--- config.mk ---
export PLATFORM = sky130hd
export DESIGN_NAME = oc8051_psw_stack
export DESIGN_NICKNAME = d
export VERILOG_FILES = /design/src/rtl/oc8051_psw_stack.sv
export SDC_FILE = /design/constraint.sdc
export NUM_CORES = 1
export LEC_CHECK = 0
export ABC_AREA = 1
export CAP_MARGIN = 25
export CORE_UTILIZATION = 40
export DETAILED_ROUTE_END_ITERATION = 7
export DONT_BUFFER_PORTS = 1
export PLACE_DENSITY = 0.57
export REMOVE_ABC_BUFFERS = 1
export SKIP_LAST_GASP = 1
export SLEW_MARGIN = 25
export SYNTH_ARGS = -nofsm -noshare
export SYNTH_HDL_FRONTEND = slang
export SYNTH_SLANG_ARGS = --single-unit
--- constraint.sdc ---
create_clock -name clk -period 6.2 [get_ports clk]
set_input_delay 1.24 -clock clk [delete_from_list [all_inputs] [get_ports clk]]
set_output_delay 1.24 -clock clk [all_outputs]
set_load 0.01 [all_outputs]
--- src/rtl/oc8051_psw_stack.sv ---
// oc8051_psw_stack: 8051 PSW register with a LIFO of saved PSW contexts for nested interrupts.
module oc8051_psw_stack #(
  parameter int         DEPTH    = 4,
  parameter logic [7:0] PSW_ADDR = 8'hD0
) (
  input  logic       clk,
  input  logic       rst,
  input  logic       wr,
  input  logic       wr_bit,
  input  logic [7:0] wr_addr,
  input  logic [7:0] data_in,
  input  logic       cy_in,
  input  logic       ac_in,
  input  logic       ov_in,
  input  logic       p,
  input  logic [1:0] set,
  input  logic       push,
  input  logic       pop,
  input  logic [1:0] push_bank,
  input  logic       err_clr,
  output logic [7:0] data_out,
  output logic [1:0] bank_sel,
  output logic [4:0] level,
  output logic       full,
  output logic       empty,
  output logic       ovf_err,
  output logic       unf_err
);
  localparam int AW = DEPTH > 1 ? $clog2(DEPTH) : 1;
  logic [7:1] psw_q, psw_d, wr_v, top;
  logic [7:1] stack_q [DEPTH];
  logic [4:0] level_q, level_d;
  logic ovf_q, ovf_d, unf_q, unf_d;
  logic pop_v, push_v, byte_wr, bit_wr;
  logic [7:0] bit_mask;
  logic [AW-1:0] top_idx, push_idx;
  assign full     = level_q == 5'(DEPTH);
  assign empty    = level_q == 5'd0;
  assign pop_v    = pop & ~empty;
  assign push_v   = push & ~pop & ~full;
  assign byte_wr  = wr & ~wr_bit & (wr_addr == PSW_ADDR);
  assign bit_wr   = wr & wr_bit & (wr_addr[7:3] == PSW_ADDR[7:3]);
  assign bit_mask = 8'd1 << wr_addr[2:0];
  assign top_idx  = AW'(level_q - 5'd1);
  assign push_idx = AW'(level_q);
  assign top      = stack_q[top_idx];
  // A write to bit 0 has an empty mask over [7:1], so it changes nothing but still suppresses set
  always_comb begin
    wr_v = psw_q;
    if (byte_wr) wr_v = data_in[7:1];
    else if (bit_wr) wr_v = (psw_q & ~bit_mask[7:1]) | ({7{cy_in}} & bit_mask[7:1]);
    else begin
      wr_v[7] = set != 2'b00 ? cy_in : psw_q[7];
      wr_v[6] = set == 2'b11 ? ac_in : psw_q[6];
      wr_v[2] = set[1] ? ov_in : psw_q[2];
    end
    if (push_v) wr_v[4:3] = push_bank;
    psw_d = pop_v ? top : wr_v;
  end
  assign level_d = pop_v ? level_q - 5'd1 : push_v ? level_q + 5'd1 : level_q;
  assign ovf_d   = (push & ~pop & full) | (ovf_q & ~err_clr);
  assign unf_d   = (pop & empty) | (unf_q & ~err_clr);
  always_ff @(posedge clk) begin
    if (rst) begin
      psw_q   <= '0;
      level_q <= '0;
      ovf_q   <= 1'b0;
      unf_q   <= 1'b0;
    end else begin
      psw_q   <= psw_d;
      level_q <= level_d;
      ovf_q   <= ovf_d;
      unf_q   <= unf_d;
    end
  end
  always_ff @(posedge clk) begin
    if (push_v) stack_q[push_idx] <= psw_q;
  end
  assign data_out = {psw_q, p};
  assign bank_sel = pop_v ? top[4:3] : push_v ? push_bank : byte_wr ? data_in[4:3] : psw_q[4:3];
  assign level    = level_q;
  assign ovf_err  = ovf_q;
  assign unf_err  = unf_q;
endmodule

# --- After elaboration in Yosys (flattened, before gate mapping) ---
# Memory sizes are Yosys's and may differ from the RTL's.
# Index checks and enable logic that the tools add are counted.
# W data, S select, Z words.
totals:
  reg_bits: 14
  ram_bits: 28
  inputBits: 31
  wordCells: 63
  mem_count: 1
mem_list:
  columns: ["name", "depth", "word_bits", "rd", "rd_clocked_by_memory_dff", "wr", "line", "rtl"]
  rows:
  - ["stack_q", 4, 7, 1, 0, 1, "31", "logic [7:1] stack_q [DEPTH];"]
op_classes:
  n_addsub: 2
  n_eq_ne: 4
  shifts: 1
  n_mux: 17
  n_bitwise: 22
  reduce_logical: 8
op_table:
  columns: ["cell", "count"]
  rows:
  - ["$reduce_bool A4 Y1", 4]
  - ["$and A7 B7 Y7", 2]
  - ["$mux W7", 2]
  - ["$and A1 B1 Y1", 11]
  - ["$mux W2", 5]
  - ["$mux W5", 2]
  - ["$eq A8 B8 Y1 const B", 1]
  - ["$shl A1 B3 Y8 const A", 1]
  - ["$mux W1", 7]
  - ["$not A7 Y7", 1]
  - ["$or A7 B7 Y7", 1]
  - ["$add A5 B1 Y5 const B", 1]
  - ["$eq A5 B3 Y1 const B", 1]
  - ["$eq A5 B5 Y1 const B", 1]
  - ["$logic_not A5 Y1", 1]
  - ["$not A1 Y1", 5]
  - ["$sub A5 B1 Y5 const B", 1]
  - ["$reduce_bool A2 Y1", 2]
  - ["$mux W3", 1]
  - ["$reduce_bool A3 Y1", 1]
  - ["$eq A2 B2 Y1 const B", 1]
  - ["$or A1 B1 Y1", 2]

# --- Longest topological paths before layout ---
depth:
  depth_word: 8
  mapped_depth: 14

# --- Worst setup path before layout ---
# No wires, ideal clock.
synth_timing:
  path_type: "input to output"
  from: "input port wr_addr[5]"
  to: "output port bank_sel[0]"
  t_arrival_ps: 2035
  required_ps: 4960
  path_slack_ps: 2925
  path_stages: 9
  path_buffers: 0
  path_cell_list: "inv_1 > nand2_1 > nor2_4 > inv_2 > nor2_4 > nand2_1 > o21ai_0 > nand2_1 > nand2_1"
synth_via:
  elab_chain_len: 5
synth_lines:
  columns: ["element", "line", "rtl"]
  rows:
  - ["from (decl)", "10", "input logic [7:0] wr_addr,"]
  - ["$eq A8 B8 Y1", "41", "assign byte_wr = wr & ~wr_bit & (wr_addr == PSW_ADDR);"]
  - ["$and A1 B1 Y1", "41", null]
  - ["$mux W2 (3 in series)", "80", "assign bank_sel = pop_v ? top[4:3] : push_v ? push_bank : byte_wr ? data_in[4:3] : psw_q[4:3];"]
  - ["to (decl)", "22", "output logic [1:0] bank_sel,"]
# No other way between the ends.

# --- Final worst setup path ---
layout_timing:
  from: "register level_q[1], in the netlist level[1]"
  to: "output port bank_sel[1]"
layout_via:
  elab_chain_len: 5
layout_lines:
  columns: ["element", "line", "rtl"]
  rows:
  - ["from (decl)", "32", "logic [4:0] level_q, level_d;"]
  - ["from (signal assigned)", "71", "level_q <= level_d;"]
  - ["parallel branches: the longest is 4 deep, another holds $mem_v2 Z4 W7", null, null]
  - ["$mux W2 *", "80", null]
# Mark *: on every way between the ends.

==> results.py <==
metrics = {
    "run_status": {
        "outcome": "finished clean",
    },
    "power": {
        "power.leakage_nw": 1.00,
        "ir_drop_uv": 114,
        "powerDensity_mw_per_mm2": 349,
    },
    "clock_tree": {
        "cts_made_buffers": 5,
        "clk_pin_slew_ns": 0.07,
        "cts.repair.resized": 0,
        "insertion_delay_ns": 0.29,
        "cts-root-buf": "clkbuf_8",
        "clkSinkCount": 42,
        "post_cts_buffers": 0,
        "clk_path_buf_depth": 2,
        "cts_tree": "done",
        "cts_max_level": 2,
        "hold_buffers": 0,
    },
    "cells_and_area": {
        "antenna_cells": 0,
        "syn2layout_area_growth_pct": 5.86,
        "nets": 321,
        "n_fill_cell": 559,
        "drive_above_1_share": 0.136,
    },
    "critical_path": {
        "worstSetupPathType": "flip-flop to primary output",
        "crit_path_end_kind": "primary output",
        "critPathLaunchType": "flip-flop",
        "required_ns": 4.96,
        "cp_max_fo": 10,
        "cp.arrival_ns": 2.21,
    },
    "logic_synthesis": {
        "synth-async-reset-ratio": 0,
        "yosysTopAreaCellShare": 0.358,
        "synth_area_leaders": "edfxtp_1, dfxtp_1, nand2_1",
        "avgSynthCellArea_um2": 8.29,
        "synth_edf_count": 28,
        "yosysTopAreaCell": "edfxtp_1",
        "yosys-top-cells-count": "nand2_1, nor2_1, inv_1",
        "synth_seq_area_share": 0.478,
        "synth-seq-cells": 42,
        "dominantRegCellSynth": "edfxtp_1",
        "ys_types": 30,
        "postSynthCellCount": 283,
        "yosysWarnings": 0,
        "mappedNetlistArea_mm2": 0.00235,
        "synth.most_common_cell": "nand2_1",
    },
    "placed_design": {
        "gp_congestion": 0.776,
        "dp_slack_ns": 2.76,
        "place_hpwl_um": 3690,
        "io_buffers": 0,
    },
    "timing": {
        "fmax_ghz": 0.290,
        "relSlewSlack": 0.523,
        "setup_tns_ns": 0,
        "setup_slack_ns": 2.75,
        "finalCritPeriodShare": 0.556,
        "fin_skew_ns": 0.00859,
        "rsz0062_at_grt": "no",
        "finalSetupViolations": 0,
        "worstMarginPinSlew_ns": 0.713,
        "layout_min_cycle_time_ns": 3.45,
        "hold_viol": 0,
        "slew_viol_final": 0,
    },
    "die": {
        "row_count": 27,
        "die_h_um": 78.6,
        "fp.dieArea_mm2": 0.00618,
        "initial_utilization": 0.421,
        "die_x_um": 78.6,
        "core_mm2": 0.00557,
        "io_pins": 50,
    },
    "detailed_routing": {
        "vias": 1821,
        "viasPerCell": 5.09,
        "wire_per_inst_um": 14.2,
        "drc": 0,
        "drt_iter0_drc": 114,
        "routed_wl_um": 5080,
        "dr.pass1.iters": 4,
        "ant_nets": 0,
    },
    "global_routing": {
        "grt_first_pass_wirelength_um": 8250,
        "grt_pass1_vias": 1723,
        "grt_overflow": 0,
        "grt_start_max_net_pins": 22,
        "antenna_found_initial": 0,
        "grt.total_usage": 0.177,
    },
    "job": {
        "maxCapViolCount": 0,
    },
    "hold_path": {
        "min_path_type": "flip-flop to flip-flop",
    },
}
## placed cells by master (no fill, tap or decap)
| cell type | instances |
|---|---|
| clkbuf_8 | 5 |
| o221ai_1 | 1 |
| o21ai_0 | 18 |
| nand2_1 | 60 |
| a21oi_2 | 2 |
| inv_2 | 4 |
| nand3b_1 | 1 |
| clkinv_1 | 3 |
| buf_4 | 1 |
| nor2_2 | 9 |
| inv_1 | 29 |
| nand2_2 | 5 |
| dfxtp_1 | 14 |
| o21ai_2 | 1 |
| clkinv_2 | 1 |
| a21oi_1 | 15 |
| a21boi_4 | 1 |
| nor2_8 | 1 |
| o21ai_1 | 1 |
| nor3_1 | 3 |
| nor2_1 | 33 |
| edfxtp_1 | 28 |
| ha_1 | 5 |
| nor2_4 | 3 |
| o22ai_1 | 1 |
| o211ai_1 | 3 |
| nand4_1 | 5 |
| clkbuf_1 | 1 |
| nand3_1 | 26 |
| nand3_2 | 3 |
| nand2_4 | 3 |
## logic make-up after synthesis
group	share of synthesized area
DFF	0.478
adders and majority gates	0.0267
buffers and inverters	0.0736
AOI/OAI and AO/OA	0.108
and+or+nand+nor	0.314
## per-stage QoR
stage,area [um^2],hold WS (ns),util,power (W),std cells
2_1_floorplan,2310,0.481,-,0.000628,277
3_3_place_gp,2400,0.496,0.431,0.000705,350
3_5_place_dp,2400,0.494,0.431,0.000706,350
4_1_cts,2480,0.505,0.446,0.000872,358
5_1_grt,2480,0.536,0.446,0.000931,358
6_report,2480,0.505,0.446,0.000866,358
## final timing paths
check,start,end,slack (ns),cells after the start
worst max register to register,level[1]$_SDFFE_PP0P_,stack_q[2][0]$_DFFE_PP_,3.96,7
worst min-delay path,ovf_err$_SDFF_PP0_,ovf_err$_SDFF_PP0_,0.50,2
worst max-delay path,level[1]$_SDFFE_PP0P_,bank_sel[1],2.75,9
worst min register to register,ovf_err$_SDFF_PP0_,ovf_err$_SDFF_PP0_,0.50,2
## per-layer routing
layer / vias to the layer above / share of wire / global-route usage
met5: - / 0 / 0
met4: 0 / 0.013 / 0.0500
met3: 6 / 0.044 / 0.0407
met2: 40 / 0.46 / 0.295
met1: 831 / 0.48 / 0.227
li1: 944 / - / -
## layout make-up
class                   instances  area [um^2]  area share
flip-flops and latches         42         1120       0.451
clock buffers                   6         72.6      0.0292
multi-input cells             200         1050       0.424
inverters                      35          131      0.0529
repair buffers                  1         7.51     0.00302
clock inverters                 2         8.76     0.00352
well taps                      72         90.1      0.0363
## worst max-delay path, cell delays in order, from the launching register on
cell     delay (ns)
dfxtp_1        0.49
inv_1          0.15
ha_1           0.50
inv_1          0.23
nand2_1        0.11
o21ai_0        0.13
nand2_1        0.08
nand2_1        0.05
inv_1          0.08
nand2_1        0.10
## report_power, final
group          total, W  switching [W]  internal, W
combinational  0.000298       0.000203    0.0000949
sequential     0.000400      0.0000518     0.000348
clock          0.000168      0.0000903    0.0000775
total          0.000866       0.000345     0.000521
Note: power is estimated with default switching activity, not from simulation.
